==> config.mk <==
export PLATFORM = sky130hd
export DESIGN_NAME = acumulador_saturado
export DESIGN_NICKNAME = d
export VERILOG_FILES = /design/src/rtl/somador_pkg.sv /design/src/rtl/saturador.sv /design/src/rtl/acumulador_saturado.sv
export SDC_FILE = /design/constraint.sdc
export NUM_CORES = 1
export LEC_CHECK = 0
export CORE_MARGIN = 8
export CORE_UTILIZATION = 51
export CTS_CLUSTER_DIAMETER = 200
export CTS_CLUSTER_SIZE = 20
export DETAILED_ROUTE_END_ITERATION = 8
export PLACE_DENSITY = 0.85
export SETUP_SLACK_MARGIN = 0.15
export SLEW_MARGIN = 40
export SYNTH_ARGS = -nofsm -noshare
export SYNTH_HDL_FRONTEND = slang
export SYNTH_HIERARCHICAL = 1
export SYNTH_SLANG_ARGS = --single-unit
==> constraint.sdc <==
create_clock -name clk -period 4.1 [get_ports clk]
set_input_delay 1.025 -clock clk [delete_from_list [all_inputs] [get_ports clk]]
set_output_delay 1.025 -clock clk [all_outputs]
set_load 0.02 [all_outputs]
==> src/rtl/somador_pkg.sv <==
// Shared constants and FSM encoding for the saturating accumulator.
package somador_pkg;
   localparam int DATA_WIDTH     = 9;
   localparam int ACC_WIDTH_DEF  = 12;
   localparam int N_AMOSTRAS_DEF = 8;

   typedef enum logic [1:0] {
      IDLE  = 2'd0,
      ACCUM = 2'd1,
      DONE  = 2'd2
   } estado_t;
endpackage

==> src/rtl/saturador.sv <==
// Clamps a (W+1)-bit signed sum into W bits and flags the clamp.
module saturador #(
   parameter int W = 12
) (
   input  logic [W:0]   soma_i,
   output logic [W-1:0] valor_o,
   output logic         ovf_o
);
   logic [W-1:0] maximo;
   logic [W-1:0] minimo;

   assign maximo = {1'b0, {(W-1){1'b1}}};
   assign minimo = {1'b1, {(W-1){1'b0}}};

   // Top two bits disagree only when the sum left the W-bit range.
   assign ovf_o   = soma_i[W] ^ soma_i[W-1];
   assign valor_o = ovf_o ? (soma_i[W] ? minimo : maximo)
                          : soma_i[W-1:0];
endmodule

==> src/rtl/acumulador_saturado.sv <==
// Batch accumulator: sums N_AMOSTRAS signed samples with saturation.
module acumulador_saturado
   import somador_pkg::*;
#(
   parameter int N_AMOSTRAS = N_AMOSTRAS_DEF,
   parameter int ACC_WIDTH  = ACC_WIDTH_DEF
) (
   input  logic                  clk,
   input  logic                  rst,
   input  logic [DATA_WIDTH-1:0] data_in,
   input  logic                  in_valid,
   output logic                  in_ready,
   input  logic                  clear,
   output logic [ACC_WIDTH-1:0]  acc_out,
   output logic [3:0]            count,
   output logic                  out_valid,
   input  logic                  out_ready,
   output logic                  saturou
);
   estado_t              estado_q, estado_d;
   logic [ACC_WIDTH-1:0] acc_q, acc_d;
   logic [3:0]           cnt_q, cnt_d;
   logic                 sat_q, sat_d;

   logic [ACC_WIDTH-1:0] base;
   logic [ACC_WIDTH:0]   soma;
   logic [ACC_WIDTH-1:0] sat_val;
   logic                 ovf;
   logic                 ultimo;

   // The first sample of a batch starts from zero regardless of acc_q.
   assign base = (estado_q == ACCUM) ? acc_q : '0;
   assign soma = {{(ACC_WIDTH+1-DATA_WIDTH){data_in[DATA_WIDTH-1]}},
                  data_in}
               + {base[ACC_WIDTH-1], base};
   assign ultimo = (cnt_q == 4'(N_AMOSTRAS - 1));

   saturador #(.W(ACC_WIDTH)) u_sat (
      .soma_i  (soma),
      .valor_o (sat_val),
      .ovf_o   (ovf)
   );

   always_comb begin
      estado_d = estado_q;
      acc_d    = acc_q;
      cnt_d    = cnt_q;
      sat_d    = sat_q;
      unique case (estado_q)
         IDLE: begin
            if (in_valid) begin
               acc_d    = sat_val;
               cnt_d    = 4'd1;
               sat_d    = ovf;
               estado_d = (N_AMOSTRAS == 1) ? DONE : ACCUM;
            end
         end
         ACCUM: begin
            if (in_valid) begin
               acc_d = sat_val;
               cnt_d = cnt_q + 4'd1;
               sat_d = sat_q | ovf;
               if (ultimo) estado_d = DONE;
            end
         end
         DONE: begin
            if (out_ready) begin
               estado_d = IDLE;
               acc_d    = '0;
               cnt_d    = '0;
               sat_d    = 1'b0;
            end
         end
         default: begin
            estado_d = IDLE;
            acc_d    = '0;
            cnt_d    = '0;
            sat_d    = 1'b0;
         end
      endcase
      if (clear) begin
         estado_d = IDLE;
         acc_d    = '0;
         cnt_d    = '0;
         sat_d    = 1'b0;
      end
   end

   always_ff @(posedge clk or posedge rst) begin
      if (rst) begin
         estado_q <= IDLE;
         acc_q    <= '0;
         cnt_q    <= '0;
         sat_q    <= 1'b0;
      end else begin
         estado_q <= estado_d;
         acc_q    <= acc_d;
         cnt_q    <= cnt_d;
         sat_q    <= sat_d;
      end
   end

   assign acc_out   = acc_q;
   assign count     = cnt_q;
   assign saturou   = sat_q;
   assign out_valid = (estado_q == DONE);
   assign in_ready  = (estado_q != DONE);
endmodule

==> results of run 1 <==
-- registers in the layout (all words and copies together), names as in the netlist --
signal	cells
acc_out	12
estado_q	2
saturou	1
count	4
-- layer usage --
| metal | routed length [um] | GRT usage |
|---|---|---|
| met4 | 36 | 0.0522 |
| met2 | 1950 | 0.239 |
| met3 | 169 | 0.0207 |
| met1 | 1780 | 0.200 |
| met5 | 0 | 0 |
-- what timing repair did --
item	4_1_cts	5_1_grt
hold endpoints to repair	0	0
buffers inserted	0	1
endpoints found under the setup margin	0	11
resized for setup	0	4
-- synthesized netlist by cell type, drive strengths merged --
library cell  count  area, um^2
xnor2             4        35.0
nand3b            2        15.0
or4b              1        10.0
or2               2        12.5
nand2b            1        6.26
o21bai            1        11.3
nand3            15        75.1
nand4b            2        17.5
dfrtp            19         475
and4              1        8.76
a32o              1        10.0
xor2              5        43.8
nor2              9        33.8
ha               15         188
fa                1        20.0
nand2            40         150
o211ai            1        7.51
a21o              4        30.0
a311oi            1        8.76
and3              2        12.5
inv              15        56.3
nand4             2        12.5
a31o              1        8.76
a31oi             1        6.26
mux2i             1        10.0
a221oi            1        15.0
clkbuf            3        11.3
o21ai             9        45.0
nor2b             4        25.0
buf               5        30.0
nor3              1        5.00
or3b              1        8.76
mux2              1        11.3
and2             12        75.1
a21oi            20         104
a2111oi           1        8.76
-- cell families after synthesis --
| logic type | Yosys count | synth area share |
|---|---|---|
| buffers and inverters | 23 | 0.0608 |
| DFF | 19 | 0.296 |
| adders and majority gates | 16 | 0.129 |
| and+or+nand+nor | 95 | 0.292 |
| muxes | 2 | 0.0133 |
| xor gates and xnor gates | 9 | 0.0491 |
| AOI/OAI and AO/OA | 41 | 0.159 |
-- power by group --
group	switching [mW]	total, mW	internal [mW]
clock	0.0584	0.0962	0.0378
combinational	0.397	0.739	0.342
sequential	0.0525	0.302	0.249
-- layout by cell type, fill, tap and decap left out, drive strengths merged, types with 2 or more instances in the layout --
cell type | synthesis | layout
nand2 | 40 | 40
clkdlybuf4s50 | 0 | 32
a21oi | 20 | 20
dfrtp | 19 | 19
nand3 | 15 | 15
inv | 15 | 15
ha | 15 | 15
and2 | 12 | 12
nor2 | 9 | 9
o21ai | 9 | 9
xor2 | 5 | 5
buf | 5 | 5
a21o | 4 | 4
nor2b | 4 | 4
xnor2 | 4 | 4
clkbuf | 3 | 4
or2 | 2 | 2
nand4 | 2 | 2
and3 | 2 | 2
nand3b | 2 | 2
nand4b | 2 | 2
-- metrics by stage --
| step | hold slack [ns] | total power, mW | setup slack [ns] | cells |
|---|---|---|---|---|
| 6_report | 0.493 | 1.14 | 0.286 | 282 |
| 5_1_grt | 0.554 | 1.23 | 0.124 | 282 |
| 4_1_cts | 0.498 | 1.11 | 0.255 | 281 |
| 3_5_place_dp | 0.473 | 1.01 | -0.0668 | 277 |
| 3_3_place_gp | 0.472 | 1.00 | 0.0379 | 277 |
| 2_1_floorplan | 0.533 | 0.772 | 0.485 | 205 |
-- worst max-delay path, cell delays in order --
cell             delay (ns)
clkdlybuf4s50_1        0.40
ha_1                   0.22
fa_1                   0.41
a21o_1                 0.24
a221oi_4               0.30
o21bai_2               0.12
a2111oi_2              0.30
mux2_4                 0.22
ha_1                   0.25
buf_4                  0.19
a21oi_1                0.18
nand3_1                0.09
nand2_1                0.10
-- area by class of cell --
cell class                 count  area share
clock buffer                   4      0.0129
sequential                    19       0.234
timing repair buffer          37       0.176
inverter                      15      0.0277
tap                           44      0.0271
multi-input combinational    163       0.522
-- path summary, 6_finish.rpt --
| kind | from | end | slack, ns | cells past startpoint |
|---|---|---|---|---|
| min | acc_out[0] | acc_out[0] | 0.49 | 2 |
| min reg2reg | acc_out[0] | acc_out[0] | 0.49 | 2 |
| max reg2reg | estado_q[0] | acc_out[9] | 0.47 | 13 |
| min in group asynchronous | rst | acc_out[4] | 1.14 | 2 |
| max | data_in[0] | acc_out[9] | 0.29 | 13 |
| max in group asynchronous | rst | estado_q[0] | 2.50 | 2 |
==> flow_metrics.tcl, run 1 <==
set metrics [dict create \
    crit_path_max_fanout 12 \
    coreArea_um2 3030 \
    grt_pass1_vias 1423 \
    hpwlAfterDp_mm 2.88 \
    clock.fmax_mhz 262 \
    ctsRootBufferMaster "clkbuf_4" \
    ctsHoldBuffers 0 \
    ys_types 39 \
    port_buffers 32 \
    diodes 0 \
    cp.arrival_ns 4.05 \
    fin_crit_sh 0.930 \
    gp_congestion 0.798 \
    final_core_util 0.671 \
    die_h_um 72.1 \
    overflow 0 \
    wl_per_cell_um 14.0 \
    grt.total_usage 0.150 \
    syn_area_per_cell_um2 7.82 \
    setup_viol 0 \
    die_w_um 72.1 \
    grt_pass1_wl_mm 6.47 \
    clock-sinks 19 \
    required_ns 4.34 \
    multiInputGateArea_um2 1060 \
    postRouteAntennaNets 0 \
    rsz0062_at_grt "false" \
    synth_nets 235 \
    fin_area_um2 2030 \
    yosys_warnings 6 \
    fp.dieArea_um2 5200 \
    max-cap-violations 0 \
    h-tree-depth 1 \
    clk_latency_ns 0.29 \
    vias 1498 \
    final.min_clock_period_ns 3.81 \
    tightest_slew_ns 0.729 \
    grt_max_degree 20 \
    outcome "finished clean" \
    register_area_um2 475 \
    totalWireLength_mm 3.94 \
    syn_area_um2 1600 \
    cts_max_path_buffers 2 \
    skew_ns 0.00518 \
    start_util 0.530 \
    antenna_found_initial 0 \
    fin_nets 269 \
    cp-start-kind "input pin" \
    ys_ff_latch 19 \
    cts_buffers 3 \
    fin_setup_tns_ns 0 \
    clkTransAtPathRegs_ns 0.11 \
    cts_tree "done" \
    power.density_nw_per_um2 560 \
    hp-class "reg2reg" \
    synthCells 205 \
    hold_viol_final 0 \
    area_growth_pct 26.6 \
    leakagePower_nw 1.01 \
    first_iter_violations 120 \
    ir_worst_vdd_uv 285 \
    final_layout_size_suffix_gt1_frac 0.0714 \
    pin_count 33 \
    viasPerCell 5.31 \
    drv_slew 0 \
    crit_path_end_kind "flop" \
    drtPass1Iterations 4 \
    slew_headroom 0.513 \
    synth_seq_area_share 0.296 \
    drc_errors 0 \
    fill_cells 251 \
    critPathKind "in2reg" \
    rows 20 \
    dpl_cell_area_um2 1970 \
]
Note: power is estimated with default switching activity, not from simulation.
==> inputs of run 2 (changes only) <==
- CAP_MARGIN: unset -> 20
- CORE_MARGIN: 8 -> 4
==> run 2 against run 1 <==
Against the previous run:
- count of clock-buffer cells in the layout unchanged
- largest cell class unchanged
- critical path depth increased by 1
- utilization unchanged
- non-clock buffer count increased by 1
- global-route usage increased by 3.0 points
- final cell count increased by 0.35%
- via count increased by 0.47%
- combinational power increased by 0.9%
- register-to-register slack about the same
- largest power group unchanged
- sequential power about the same
==> flow_metrics.tcl, run 2 (synthesis gave the netlist of run 1 again) <==
set metrics [dict create \
    tightest_slew_ns 0.760 \
    cts_buffers 3 \
    viasPerCell 5.32 \
    clock-sinks 19 \
    cp.arrival_ns 4.02 \
    power.density_nw_per_um2 562 \
    grt.total_usage 0.180 \
    met3_length_um 102 \
    crit_path_end_kind "flop" \
    ctsRootBufferMaster "clkbuf_4" \
    overflow 0 \
    worst-r2r-cell-count 14 \
    p_sw_uw 506 \
    final.min_clock_period_ns 3.83 \
    wl_per_cell_um 13.5 \
    hpwlAfterDp_mm 2.87 \
    ir_worst_vdd_uv 308 \
    rsz0062_at_grt "false" \
    skew_ns 0.00101 \
    largest_reg_flops 12 \
    met1Wirelength_mm 1.72 \
    final_core_util 0.671 \
    die_h_um 64.1 \
    h-tree-depth 1 \
    die_w_um 64.1 \
    crit_family "compound AO/OA/AOI/OAI gates" \
    slowest_delay_ns 0.42 \
    min_path_cells 2 \
    swShare 0.444 \
    dpl_worst_slack_ns -0.154 \
    leakagePower_nw 1.02 \
    postRouteAntennaNets 0 \
    drtPass1Iterations 4 \
    drc_errors 0 \
    r2r_setup_slack_ns 0.48 \
    grt_pass1_vias 1376 \
    pwr-share-clk 0.079 \
    critPathKind "in2reg" \
    fin_nets 270 \
    crit_path_max_fanout 5 \
    mostFrequentLayoutCells "nand2_1 (40), clkdlybuf4s50_1 (32), a21oi_1 (19), dfrtp_1 (19)" \
    timing.rr.end "acc_out[10]" \
    cp-start-kind "input pin" \
    wl_met2_mm 1.97 \
    fp.dieArea_um2 4110 \
    slew_headroom 0.493 \
    start_util 0.530 \
    max-cap-violations 0 \
    totalWireLength_mm 3.81 \
    cts_tree "done" \
    grt_max_degree 20 \
    highest-signal-layer "met4" \
    final_layout_size_suffix_gt1_frac 0.0795 \
    area_growth_pct 26.6 \
    hold_viol_final 0 \
    pwr-share-comb 0.654 \
    grt_pass1_wl_mm 6.02 \
    fin_crit_sh 0.935 \
    outcome "finished clean" \
    diodes 0 \
    holdPathEnd "acc_out[8]" \
    setup_viol 0 \
    port_buffers 32 \
    cp_num_buf_inv 2 \
    stdcell_count 283 \
    r2r_start "estado_q[0]" \
    clock.fmax_mhz 261 \
    first_iter_violations 95 \
    hp-class "reg2reg" \
    crit_chain "clkdlybuf4s50_1 -> ha_1 -> fa_1 -> a21o_1 -> a221oi_4 -> o21bai_2 -> a2111oi_2 -> mux2_4 -> ha_1 -> nor2b_2 -> buf_2 -> a21oi_1 -> nand3_1 -> nand2_1" \
    layout_setup_ws_ns 0.266 \
    antenna_found_initial 0 \
    drv_slew 0 \
    dp_cells 277 \
    final_common_cell "nand2_1" \
    fill_cells 265 \
    vias 1505 \
    clk_latency_ns 0.28 \
    clkTransAtPathRegs_ns 0.10 \
    share_seq_of_total_power 0.267 \
    crit_top_cell "ha_1" \
    min-delay-start "acc_out[8]" \
    cts_max_path_buffers 2 \
    rows 20 \
    pin_count 33 \
    ctsHoldBuffers 0 \
    p_int_uw 635 \
    required_ns 4.29 \
    gp_congestion 0.865 \
    slowest_stage "clkdlybuf4s50_1" \
    coreArea_um2 3030 \
]
-- run 2: how the worst max path moves through the flow --
stage	startpoint	endpoint	slack, ns	cells past startpoint
after global routing	data_in[0]	acc_out[3]	0.17	14
after floorplan	data_in[0]	acc_out[0]	0.49	13
final	data_in[0]	acc_out[10]	0.27	14
after detailed placement	data_in[0]	acc_out[10]	-0.15	14
after CTS	data_in[0]	acc_out[10]	0.17	14
after global placement	data_in[0]	acc_out[2]	0.05	14
-- run 2: final cells by class --
| type | count | area, um^2 | share of cell area |
|---|---|---|---|
| inverter | 15 | 56.3 | 0.0277 |
| sequential | 19 | 475 | 0.234 |
| clock buffer | 4 | 26.3 | 0.0129 |
| timing repair buffer | 38 | 363 | 0.179 |
| tap | 44 | 55.1 | 0.0271 |
| multi-input combinational | 163 | 1050 | 0.519 |
-- run 2: layer usage --
layer / up-vias / global-route usage
met5: - / 0
met3: 2 / 0.0105
met2: 32 / 0.317
li1: 771 / -
met1: 700 / 0.235
met4: 0 / 0.0566
-- run 2: through the flow --
| step | setup TNS (ns) | hold WS [ns] | instance area (um^2) | total power [mW] |
|---|---|---|---|---|
| 6_report | 0 | 0.517 | 2030 | 1.14 |
| 5_1_grt | 0 | 0.535 | 2030 | 1.23 |
| 4_1_cts | 0 | 0.517 | 1990 | 1.11 |
| 3_5_place_dp | -1.52 | 0.496 | 1970 | 1.01 |
| 3_3_place_gp | 0 | 0.479 | 1970 | 1.00 |
| 2_1_floorplan | 0 | 0.533 | 1600 | 0.772 |
-- run 2: what timing repair did --
action / 4_1_cts / 5_1_grt
resized for setup: 0 / 6
setup endpoints to repair: 0 / 11
setup buffers: 0 / 1
-- run 2: power by group through the flow --
stage	clock network, mW	logic [mW]	registers (mW)
5_1_grt	0.103	0.809	0.313
6_report	0.0900	0.746	0.304
4_1_cts	0.0933	0.711	0.304
2_1_floorplan	0	0.402	0.370
3_3_place_gp	0	0.694	0.307
3_5_place_dp	0	0.707	0.308
-- run 2: worst min-delay path, stage by stage (launching register included) --
cell     delay (ns)
dfrtp_1        0.38
nand2_1        0.06
nand2_1        0.05
